<file path="src/rtl/corelet_pkg.sv">
// corelet_pkg: shared FSM state, command opcodes and array instruction encodings for corelet_seq.
package corelet_pkg;

   typedef enum logic [2:0] {
      StIdle,
      StLoad,
      StExec,
      StFlush,
      StDrain
   } state_e;

   localparam logic [1:0] OpLoad  = 2'd0;
   localparam logic [1:0] OpExec  = 2'd1;
   localparam logic [1:0] OpDrain = 2'd2;
   localparam logic [1:0] OpBad   = 2'd3;

   localparam logic [1:0] InstNop  = 2'b00;
   localparam logic [1:0] InstLoad = 2'b01;
   localparam logic [1:0] InstExec = 2'b10;

   localparam int unsigned FifoDepth = 8;
   localparam int unsigned PtrW      = $clog2(FifoDepth);

endpackage

</file>
<file path="src/rtl/corelet_seq_ctrl.sv">
// corelet_seq_ctrl: command FSM, read/pop counters, flush timer and done/err pulses.
module corelet_seq_ctrl
   import corelet_pkg::*;
#(
   parameter int unsigned row   = 8,
   parameter int unsigned col   = 8,
   parameter int unsigned LEN_W = 8
) (
   input  logic             clk_i,
   input  logic             rst_ni,
   input  logic             cmd_valid_i,
   input  logic [1:0]       cmd_op_i,
   input  logic [LEN_W-1:0] cmd_len_i,
   input  logic             cmd_acc_i,
   input  logic             mode_i,
   input  logic             l0_empty_i,
   input  logic             if_empty_i,
   input  logic             of_valid_i,
   input  logic             out_ready_i,
   input  logic             wr_err_i,
   output logic             cmd_ready_o,
   output logic             done_o,
   output logic             err_o,
   output logic             out_valid_o,
   output logic             acc_o,
   output logic             mode_o,
   output state_e           state_o,
   output logic [1:0]       inst_w_o,
   output logic             l0_rd_o,
   output logic             if_rd_o,
   output logic             of_pop_o
);
   localparam int unsigned    FlW    = $clog2(row + col + 1);
   localparam logic [FlW-1:0] FlLast = FlW'(row + col - 1);

   state_e           state_q, state_d;
   logic [LEN_W-1:0] len_q, len_d, cnt_q, cnt_d;
   logic [FlW-1:0]   fl_q, fl_d;
   logic             acc_q, acc_d, mode_q, mode_d;
   logic             done_q, done_d, err_q, err_d;
   logic             os_exec;

   always_comb begin
      state_d     = state_q;
      len_d       = len_q;
      cnt_d       = cnt_q;
      fl_d        = fl_q;
      acc_d       = acc_q;
      mode_d      = mode_q;
      done_d      = 1'b0;
      err_d       = wr_err_i;
      os_exec     = 1'b0;
      inst_w_o    = InstNop;
      l0_rd_o     = 1'b0;
      if_rd_o     = 1'b0;
      of_pop_o    = 1'b0;
      out_valid_o = 1'b0;
      case (state_q)
         StIdle: begin
            if (cmd_valid_i) begin
               len_d  = cmd_len_i;
               acc_d  = cmd_acc_i;
               mode_d = mode_i;
               cnt_d  = '0;
               if (cmd_op_i == OpBad) begin
                  err_d = 1'b1;
               end else if (cmd_len_i == '0) begin
                  done_d = 1'b1;
               end else begin
                  case (cmd_op_i)
                     OpLoad:  state_d = StLoad;
                     OpExec:  state_d = StExec;
                     default: state_d = StDrain;
                  endcase
               end
            end
         end
         StLoad, StExec: begin
            // Output-stationary execution consumes L0 and IFIFO in lockstep.
            os_exec = (state_q == StExec) && mode_q;
            if (!l0_empty_i && !(os_exec && if_empty_i)) begin
               l0_rd_o  = 1'b1;
               if_rd_o  = os_exec;
               inst_w_o = (state_q == StLoad) ? InstLoad : InstExec;
               cnt_d    = cnt_q + 1'b1;
               if (cnt_d == len_q) begin
                  state_d = StFlush;
                  fl_d    = '0;
               end
            end
         end
         StFlush: begin
            if (fl_q == FlLast) begin
               state_d = StIdle;
               done_d  = 1'b1;
            end else begin
               fl_d = fl_q + 1'b1;
            end
         end
         StDrain: begin
            out_valid_o = of_valid_i;
            if (of_valid_i && out_ready_i) begin
               of_pop_o = 1'b1;
               cnt_d    = cnt_q + 1'b1;
               if (cnt_d == len_q) begin
                  state_d = StIdle;
                  done_d  = 1'b1;
               end
            end
         end
         default: state_d = StIdle;
      endcase
   end

   always_ff @(posedge clk_i or negedge rst_ni) begin
      if (!rst_ni) begin
         state_q <= StIdle;
         len_q   <= '0;
         cnt_q   <= '0;
         fl_q    <= '0;
         acc_q   <= 1'b0;
         mode_q  <= 1'b0;
         done_q  <= 1'b0;
         err_q   <= 1'b0;
      end else begin
         state_q <= state_d;
         len_q   <= len_d;
         cnt_q   <= cnt_d;
         fl_q    <= fl_d;
         acc_q   <= acc_d;
         mode_q  <= mode_d;
         done_q  <= done_d;
         err_q   <= err_d;
      end
   end

   assign cmd_ready_o = (state_q == StIdle);
   assign done_o      = done_q;
   assign err_o       = err_q;
   assign acc_o       = acc_q;
   assign mode_o      = mode_q;
   assign state_o     = state_q;

endmodule

</file>
<file path="src/rtl/corelet_seq.sv">
// corelet_seq: command sequencer around L0/IFIFO, MAC array, OFIFO and SFP accumulate stage.
// Define CORELET_SEQ_OS_EN to build the output-stationary IFIFO path; otherwise mode is ignored.
module corelet_seq
   import corelet_pkg::*;
#(
   parameter int unsigned bw      = 4,
   parameter int unsigned psum_bw = 16,
   parameter int unsigned row     = 8,
   parameter int unsigned col     = 8,
   parameter int unsigned LEN_W   = 8
) (
   input  logic                   clk,
   input  logic                   reset,
   input  logic                   mode,
   input  logic [bw*row-1:0]      act_in,
   input  logic                   act_wr,
   input  logic [bw*row-1:0]      w_in,
   input  logic                   w_wr,
   input  logic                   cmd_valid,
   output logic                   cmd_ready,
   input  logic [1:0]             cmd_op,
   input  logic [LEN_W-1:0]       cmd_len,
   input  logic                   cmd_acc,
   input  logic [psum_bw*col-1:0] sfp_in,
   output logic [psum_bw*col-1:0] out_data,
   output logic                   out_valid,
   input  logic                   out_ready,
   output logic                   busy,
   output logic                   done,
   output logic                   err,
   output logic                   in_full
);
   localparam int unsigned     CntW    = PtrW + 1;
   localparam logic [CntW-1:0] CntFull = CntW'(FifoDepth);

   state_e                   state;
   logic [1:0]               inst_w;
   logic                     l0_rd, if_rd, of_pop, acc_q, mode_q, mode_eff;
   logic                     if_empty, if_full, wr_err;
   logic [psum_bw*col-1:0]   in_n;

   // L0 activation FIFO
   logic [bw*row-1:0] l0_mem [FifoDepth];
   logic [bw*row-1:0] l0_rdata;
   logic [PtrW-1:0]   l0_wp_q, l0_rp_q;
   logic [CntW-1:0]   l0_cnt_q;
   logic              l0_full, l0_empty, l0_push;

   assign l0_full  = (l0_cnt_q == CntFull);
   assign l0_empty = (l0_cnt_q == '0);
   assign l0_push  = act_wr && !l0_full;
   assign l0_rdata = l0_mem[l0_rp_q];

   always_ff @(posedge clk) begin
      if (l0_push) l0_mem[l0_wp_q] <= act_in;
   end

   always_ff @(posedge clk or negedge reset) begin
      if (!reset) begin
         l0_wp_q  <= '0;
         l0_rp_q  <= '0;
         l0_cnt_q <= '0;
      end else begin
         if (l0_push) l0_wp_q <= l0_wp_q + 1'b1;
         if (l0_rd)   l0_rp_q <= l0_rp_q + 1'b1;
         l0_cnt_q <= l0_cnt_q + CntW'(l0_push) - CntW'(l0_rd);
      end
   end

`ifdef CORELET_SEQ_OS_EN
   logic [bw*row-1:0] if_mem [FifoDepth];
   logic [bw*row-1:0] if_rdata;
   logic [PtrW-1:0]   if_wp_q, if_rp_q;
   logic [CntW-1:0]   if_cnt_q;
   logic              if_push;

   assign if_full  = (if_cnt_q == CntFull);
   assign if_empty = (if_cnt_q == '0);
   assign if_push  = w_wr && !if_full;
   assign if_rdata = if_mem[if_rp_q];
   assign mode_eff = mode;
   assign wr_err   = (act_wr && l0_full) || (w_wr && if_full);

   always_ff @(posedge clk) begin
      if (if_push) if_mem[if_wp_q] <= w_in;
   end

   always_ff @(posedge clk or negedge reset) begin
      if (!reset) begin
         if_wp_q  <= '0;
         if_rp_q  <= '0;
         if_cnt_q <= '0;
      end else begin
         if (if_push) if_wp_q <= if_wp_q + 1'b1;
         if (if_rd)   if_rp_q <= if_rp_q + 1'b1;
         if_cnt_q <= if_cnt_q + CntW'(if_push) - CntW'(if_rd);
      end
   end

   always_comb begin
      in_n = '0;
      if (if_rd) begin
         for (int c = 0; c < int'(col); c++) begin
            // Columns beyond the row count reuse IFIFO lanes modulo row.
            in_n[c*psum_bw +: psum_bw] = psum_bw'(signed'(if_rdata[(c % int'(row))*bw +: bw]));
         end
      end
   end
`else
   logic unused_os;
   assign unused_os = ^{mode, w_in, if_rd};
   assign mode_eff  = 1'b0;
   assign if_empty  = 1'b1;
   assign if_full   = 1'b0;
   assign wr_err    = (act_wr && l0_full) || w_wr;
   assign in_n      = '0;
`endif

   // MAC array: LOAD latches a weight row, EXEC yields one result row a cycle later.
   logic [bw*row-1:0]         w_q;
   logic [psum_bw*col-1:0]    res_q, res_d;
   logic                      res_vld_q;
   logic signed [psum_bw-1:0] dot;

   always_comb begin
      dot = '0;
      for (int r = 0; r < int'(row); r++) begin
         dot = dot + psum_bw'(signed'(l0_rdata[r*bw +: bw])) *
                     psum_bw'(signed'(w_q[r*bw +: bw]));
      end
      res_d = '0;
      for (int c = 0; c < int'(col); c++) begin
         res_d[c*psum_bw +: psum_bw] = dot + in_n[c*psum_bw +: psum_bw];
      end
   end

   always_ff @(posedge clk or negedge reset) begin
      if (!reset) begin
         w_q       <= '0;
         res_q     <= '0;
         res_vld_q <= 1'b0;
      end else begin
         if (inst_w == InstLoad) w_q <= l0_rdata;
         if (inst_w == InstExec) res_q <= res_d;
         res_vld_q <= (inst_w == InstExec);
      end
   end

   // OFIFO; a result arriving while full is dropped.
   logic [psum_bw*col-1:0] of_mem [FifoDepth];
   logic [psum_bw*col-1:0] of_rdata;
   logic [PtrW-1:0]        of_wp_q, of_rp_q;
   logic [CntW-1:0]        of_cnt_q;
   logic                   of_push, of_valid;

   assign of_valid = (of_cnt_q != '0);
   assign of_push  = res_vld_q && (of_cnt_q != CntFull);
   assign of_rdata = of_mem[of_rp_q];

   always_ff @(posedge clk) begin
      if (of_push) of_mem[of_wp_q] <= res_q;
   end

   always_ff @(posedge clk or negedge reset) begin
      if (!reset) begin
         of_wp_q  <= '0;
         of_rp_q  <= '0;
         of_cnt_q <= '0;
      end else begin
         if (of_push) of_wp_q <= of_wp_q + 1'b1;
         if (of_pop)  of_rp_q <= of_rp_q + 1'b1;
         of_cnt_q <= of_cnt_q + CntW'(of_push) - CntW'(of_pop);
      end
   end

   // SFP: per-column accumulate of sfp_in onto the OFIFO head.
   always_comb begin
      out_data = '0;
      if (out_valid) begin
         for (int c = 0; c < int'(col); c++) begin
            out_data[c*psum_bw +: psum_bw] = of_rdata[c*psum_bw +: psum_bw] +
               ((acc_q && !mode_q) ? sfp_in[c*psum_bw +: psum_bw] : '0);
         end
      end
   end

   assign busy    = (state != StIdle);
   assign in_full = l0_full || if_full;

   corelet_seq_ctrl #(
      .row   (row),
      .col   (col),
      .LEN_W (LEN_W)
   ) u_ctrl (
      .clk_i       (clk),
      .rst_ni      (reset),
      .cmd_valid_i (cmd_valid),
      .cmd_op_i    (cmd_op),
      .cmd_len_i   (cmd_len),
      .cmd_acc_i   (cmd_acc),
      .mode_i      (mode_eff),
      .l0_empty_i  (l0_empty),
      .if_empty_i  (if_empty),
      .of_valid_i  (of_valid),
      .out_ready_i (out_ready),
      .wr_err_i    (wr_err),
      .cmd_ready_o (cmd_ready),
      .done_o      (done),
      .err_o       (err),
      .out_valid_o (out_valid),
      .acc_o       (acc_q),
      .mode_o      (mode_q),
      .state_o     (state),
      .inst_w_o    (inst_w),
      .l0_rd_o     (l0_rd),
      .if_rd_o     (if_rd),
      .of_pop_o    (of_pop)
   );

endmodule

</file>
<file path="config.mk">
export PLATFORM = sky130hd
export DESIGN_NAME = corelet_seq
export DESIGN_NICKNAME = d
export VERILOG_FILES = /design/src/rtl/corelet_pkg.sv /design/src/rtl/corelet_seq_ctrl.sv /design/src/rtl/corelet_seq.sv
export SDC_FILE = /design/constraint.sdc
export NUM_CORES = 1
export LEC_CHECK = 0
export BUFFER_PORTS_ARGS = -buffer_cell sky130_fd_sc_hd__buf_2
export CAP_MARGIN = 25
export CORE_UTILIZATION = 41
export CTS_CLUSTER_DIAMETER = 30
export DETAILED_ROUTE_END_ITERATION = 6
export PLACE_DENSITY = 0.6
export SLEW_MARGIN = 20
export SYNTH_ARGS = -nofsm -noshare
export SYNTH_HDL_FRONTEND = slang
export SYNTH_SLANG_ARGS = --single-unit
</file>
<file path="constraint.sdc">
create_clock -name clk -period 15.7 [get_ports clk]
set_input_delay 4.71 -clock clk [delete_from_list [all_inputs] [get_ports clk]]
set_output_delay 4.71 -clock clk [all_outputs]
set_load 0.02 [all_outputs]
</file>
Word-level counts from Yosys, hierarchy flattened
Memory sizes are Yosys's and may differ from the RTL's.
Cells that the tools add are included.
W data, S select, Z words.
{ "word_totals": {"memories": 2, "regBits": 208, "rom_bits": 0, "latch_bits": 0, "out_inout_bits": 134, "wordCells": 141, "inputBits": 210, "ramBits": 1280} }
{ "mem_list": {"columns": ["memory", "depth", "word_bits", "read_ports", "rd_clocked_by_memory_dff", "wr", "line", "text"], "rows": [
  ["of_mem", 8, 128, 1, 0, 1, "corelet_seq.sv:150", "logic [psum_bw*col-1:0] of_mem [FifoDepth];"],
  ["l0_mem", 8, 32, 1, 0, 1, "corelet_seq.sv:43", "logic [bw*row-1:0] l0_mem [FifoDepth];"]
]} }
{ "classes": {"n_div": 0, "shifts": 0, "magnitude_cmp": 0, "n_reduce_logical": 20, "muxes": 49, "n_mul": 8, "bitwise": 0, "n_addsub": 25, "eq_ne": 21} }
{ "op_table": {"columns": ["operator", "count"], "rows": [
  ["$add A16 B16 Y16", 8],
  ["$mux W128", 1],
  ["$mux W16", 8],
  ["$mul A4 B4 Y8", 8],
  ["$mux W3", 8],
  ["$mux W8", 3],
  ["$pmux W8 S3", 1],
  ["$mux W1", 18],
  ["$add A14 B8 Y15", 1],
  ["$mux W5", 3],
  ["$add A13 B8 Y14", 1],
  ["$add A12 B8 Y13", 1],
  ["$add A11 B8 Y12", 1],
  ["$add A3 B1 Y3 const B", 4],
  ["$pmux W3 S4", 1],
  ["$add A10 B8 Y11", 1],
  ["$add A9 B8 Y10", 1],
  ["$ne A2 B1 Y1 const B", 5],
  ["$pmux W5 S2", 1],
  ["$add A8 B8 Y9", 1],
  ["$add A4 B1 Y4", 2],
  ["$add A8 B1 Y8 const B", 1],
  ["$eq A8 B8 Y1", 1],
  ["$logic_not A8 Y1", 1],
  ["27 further kinds", 42]
]} }

Longest topological paths before layout
An unclocked memory read counts as a cell.
{ "logic_depth": {"word_depth": 9, "depth_mapped": 29, "mapped_depth_nobuf": 26} }

Modules after synthesis
Synthesis repeated with hierarchy kept, for this count alone.
{ "unflattened": {"hier_cells": 2718, "area_unflattened_um2": 32443.6} }
{ "modules_own_cells": {"columns": ["mod", "area_per_inst_um2", "seq_area_each_um2", "n_inst", "cells_each"], "rows": [
  ["corelet_seq", 30661.9, 12992.5, 1, 2539],
  ["corelet_seq_ctrl", 1781.7, 700.7, 1, 179]
]} }

Worst setup path before layout
Ideal clock, no wire load.
{ "synth_timing": {"path_type": "input -> output", "start": "input port sfp_in[32]", "end": "output port out_data[44]", "stages": 9, "t_required_ps": 10990, "arrival_time_ps": 7227, "n_path_buf": 0, "slack_ps": 3763, "path_cell_list": "and2_1 ha_1 fa_1 a211oi_1 o21ai_0 a211o_1 a2111oi_0 o31ai_1 a21oi_1"} }
{ "synth_between": {"elab_chain_len": 3} }
{ "synth_lines": {"columns": ["item", "line", "text"], "rows": [
  ["from (decl)", "corelet_seq.sv:24", "input logic [psum_bw*col-1:0] sfp_in,"],
  ["$mux W16", "corelet_seq.sv:182", "((acc_q && !mode_q) ? sfp_in[c*psum_bw +: psum_bw] : '0);"],
  ["$add A16 B16 Y16", "corelet_seq.sv:181", "out_data[c*psum_bw +: psum_bw] = of_rdata[c*psum_bw +: psum_bw] +"],
  ["$mux W128", "corelet_seq.sv:179", "if (out_valid) begin"],
  ["to (decl)", "corelet_seq.sv:25", "output logic [psum_bw*col-1:0] out_data,"]
]} }
No other way between the ends.

Final worst setup path
Ends and elaborated chain as after synthesis.

==> run_results.csv <==
group,metric,value,unit
placed_design,io_buffers,310,
yosys,yosys_most_used_dff,"edfxtp_1",
placed_design,hpwlAfterDp,63.6,mm
global_route,grt_pass1_wl,132,mm
detailed_routing,wl_per_cell,20.4,um
yosys,synth_common_cells,"edfxtp_1 (376), inv_1 (281), fa_1 (214)",
yosys,seq_area_frac_synth,42.3,%
detailed_routing,wirelength,85.4,mm
critical_path,worstPathRequired,10.99,ns
timing,finalCriticalPeriod,12.34,ns
critical_path,start_kind,"primary input",
floorplanning,fp.dieArea,80000,um2
yosys,ys_types,72,
timing,post-route-period-util,78.6,%
timing,skew,0.0206,ns
yosys,synth_top_area_cell,"edfxtp_1",
critical_path,timing.critical_path.mode_cell,"buf_2",
min_path,holdPathStages,1,
floorplanning,num_rows,102,
critical_path,reg2reg_depth,26,
global_route,grt_pass1_vias,23300,
timing,hold_violations,0,
cts,cts_tree,"done",
yosys,synthArstFlopShare,20.2,%
cts,cts_resized,0,
cts,cts_buffers,85,
critical_path,arrival,7.63,ns
yosys,yosys.cell_count.top_type,"edfxtp_1",
global_route,grt_max_degree,75,
timing,drv_slew,0,
yosys,synth_edf_count,376,
global_route,antenna_found_initial,14,
cts,postCtsSetupBuffers,0,
cts,cts_max_path_buffers,3,
timing,setup_tns,0,ns
yosys,synth_area,32300,um2
cts,htree_levels,3,
detailed_routing,ant_nets,0,
floorplanning,initial_utilization,41.6,%
detailed_routing,drtIter0Drc,1207,
cts,cts.sinks,471,
detailed_routing,firstDrtPassIters,5,
floorplanning,die_x,283,um
cts,cts_root_buf,"clkbuf_16",
yosys,netlist_instances,2722,
final_layout,area_growth,17.9,%
timing,fmax,81.1,MHz
critical_path,slowest_stage,"fa_1",
flow_run,maxCapViolCount,0,
yosys,synth_top_area_share,34.9,%
run_status,outcome,"complete, no violations",
final_layout,layout.nets,3691,
final_layout,drive_gt1_share,20.6,%
placed_design,place.gp.congestion,0.920,
global_route,track_usage,21.6,%
detailed_routing,viasPerCell,5.30,
critical_path,path_cells,"buf_2, and2_1, ha_1, fa_1, a211oi_1, o21ai_0, a211o_1, a2111oi_0, o31ai_1, a21oi_1, buf_2",
yosys,yosysWarnings,0,
floorplanning,die_h,283,um
yosys,syn_area_per_cell,11.9,um2
min_path,worstHoldPathType,"flop to flop",
timing,rsz0062_at_grt,"no",
cts,clk_pin_slew,0.05,ns
cts,clk_latency,0.62,ns
timing,tightest_slew,1.05,ns
detailed_routing,vias,22200,
timing,finalSetupViolCount,0,
cts,cts_hold_buf,0,
floorplanning,fp.coreArea,77700,um2
critical_path,critPathMaxFanout,3,
critical_path,cp-end-kind,"output pin",
detailed_routing,drc,0,
yosys,synth_nets,3346,
floorplanning,ioPinCount,344,
timing,slew_headroom,30.3,%
critical_path,slowest_delay,0.50,ns
yosys,synth_area_leaders,"edfxtp_1 (35%), fa_1 (13%), ha_1 (7.7%)",
global_route,overflow,0,
yosys,synth-seq-cells,471,
critical_path,worst-setup-path-type,"primary input to output pin",
## cells in the final DEF (no fill, tap or decap), types with 15 or more instances in the layout
| cell type | count |
|---|---|
| nand2b_1 | 43 |
| o21ai_0 | 133 |
| buf_2 | 309 |
| clkbuf_16 | 88 |
| mux2_2 | 25 |
| nand2_1 | 174 |
| fa_1 | 214 |
| nor3_1 | 46 |
| xor2_1 | 53 |
| inv_1 | 281 |
| buf_4 | 22 |
| and3_1 | 19 |
| nand3_1 | 21 |
| o21a_1 | 21 |
| nor2b_1 | 74 |
| and2_1 | 158 |
| edfxtp_1 | 376 |
| ha_1 | 200 |
| dfrtp_1 | 90 |
| mux2i_1 | 38 |
| a21oi_1 | 93 |
| a21o_1 | 54 |
| a211oi_1 | 40 |
| nor2_1 | 159 |
| xnor2_1 | 55 |
| nor3b_1 | 15 |
| mux4_2 | 94 |
## registers in the layout, summed over array words and instances (netlist names), 3 cells and up
signal / flops
l0_mem: 256
of_mem: 120
w_q: 32
res_q: 15
u_ctrl.cnt_q: 8
u_ctrl.len_q: 8
u_ctrl.fl_q: 5
l0_cnt_q: 4
of_cnt_q: 4
l0_rp_q: 3
l0_wp_q: 3
of_rp_q: 3
of_wp_q: 3
u_ctrl.state_o: 3
## cell families (layout without fill, tap and decap cells)
group / count (synthesis) / after routing / synth area share [%]
mux: 160 / 160 / 8.78
flops: 471 / 471 / 42.3
xor+xnor: 108 / 108 / 2.92
simple gates: 772 / 772 / 12.2
buf+inv: 359 / 775 / 4.24
compound gates: 437 / 437 / 8.62
fa+ha+maj: 415 / 415 / 21.0
other cells: 0 / 5 / 0
## path summary, 6_finish.rpt
kind	start	end	slack, ns
min reg2reg	u_ctrl.acc_o	u_ctrl.acc_o	0.51
min in group asynchronous	reset	w_q[18]	4.04
max	sfp_in[32]	out_data[44]	3.36
max reg2reg	l0_rp_q[1]	res_q[126]	6.63
min	u_ctrl.acc_o	u_ctrl.acc_o	0.51
max in group asynchronous	reset	l0_rp_q[0]	10.33
## layer usage
metal | wire [um] | up-vias | global-route usage, %
li1 | - | 10300 | -
met1 | 33600 | 11000 | 24.8
met2 | 43000 | 643 | 38.6
met3 | 5360 | 182 | 4.25
met4 | 3340 | 18 | 9.95
met5 | 132 | - | 0
## cell type report
class | instances | area, um2
multi-input cells | 1892 | 17400
diodes | 5 | 12.5
well taps | 1040 | 1300
repair buffers | 335 | 1770
flip-flops and latches | 471 | 13700
inverters | 282 | 1060
clock inverters | 60 | 658
fillers | 6905 | 39600
clock buffers | 98 | 2250
## worst max-delay path, delay by kind of cell
| family | cells | cell delay (ns) |
|---|---|---|
| compound gates | 6 | 1.74 |
| fa+ha+maj | 2 | 0.74 |
| buf+inv | 2 | 0.29 |
| simple gates | 1 | 0.15 |
## through the flow
| step | instance area [um2] | cells | hold slack, ns | utilization, % | worst slack [ns] |
|---|---|---|---|---|---|
| after global placement | 35200 | 4016 | 0.487 | 45.2 | 3.44 |
| after detailed placement | 35200 | 4017 | 0.503 | 45.3 | 3.41 |
| after CTS | 38100 | 4175 | 0.514 | 49.0 | 3.38 |
| after floorplan | 32300 | 2722 | 0.470 | - | 3.76 |
| final | 38100 | 4183 | 0.511 | 49.1 | 3.36 |
| after global routing | 38100 | 4181 | 0.527 | 49.1 | 3.19 |
Power is not shown: default switching activity piles up to over one toggle a cycle in this logic, so the estimate is an artifact.
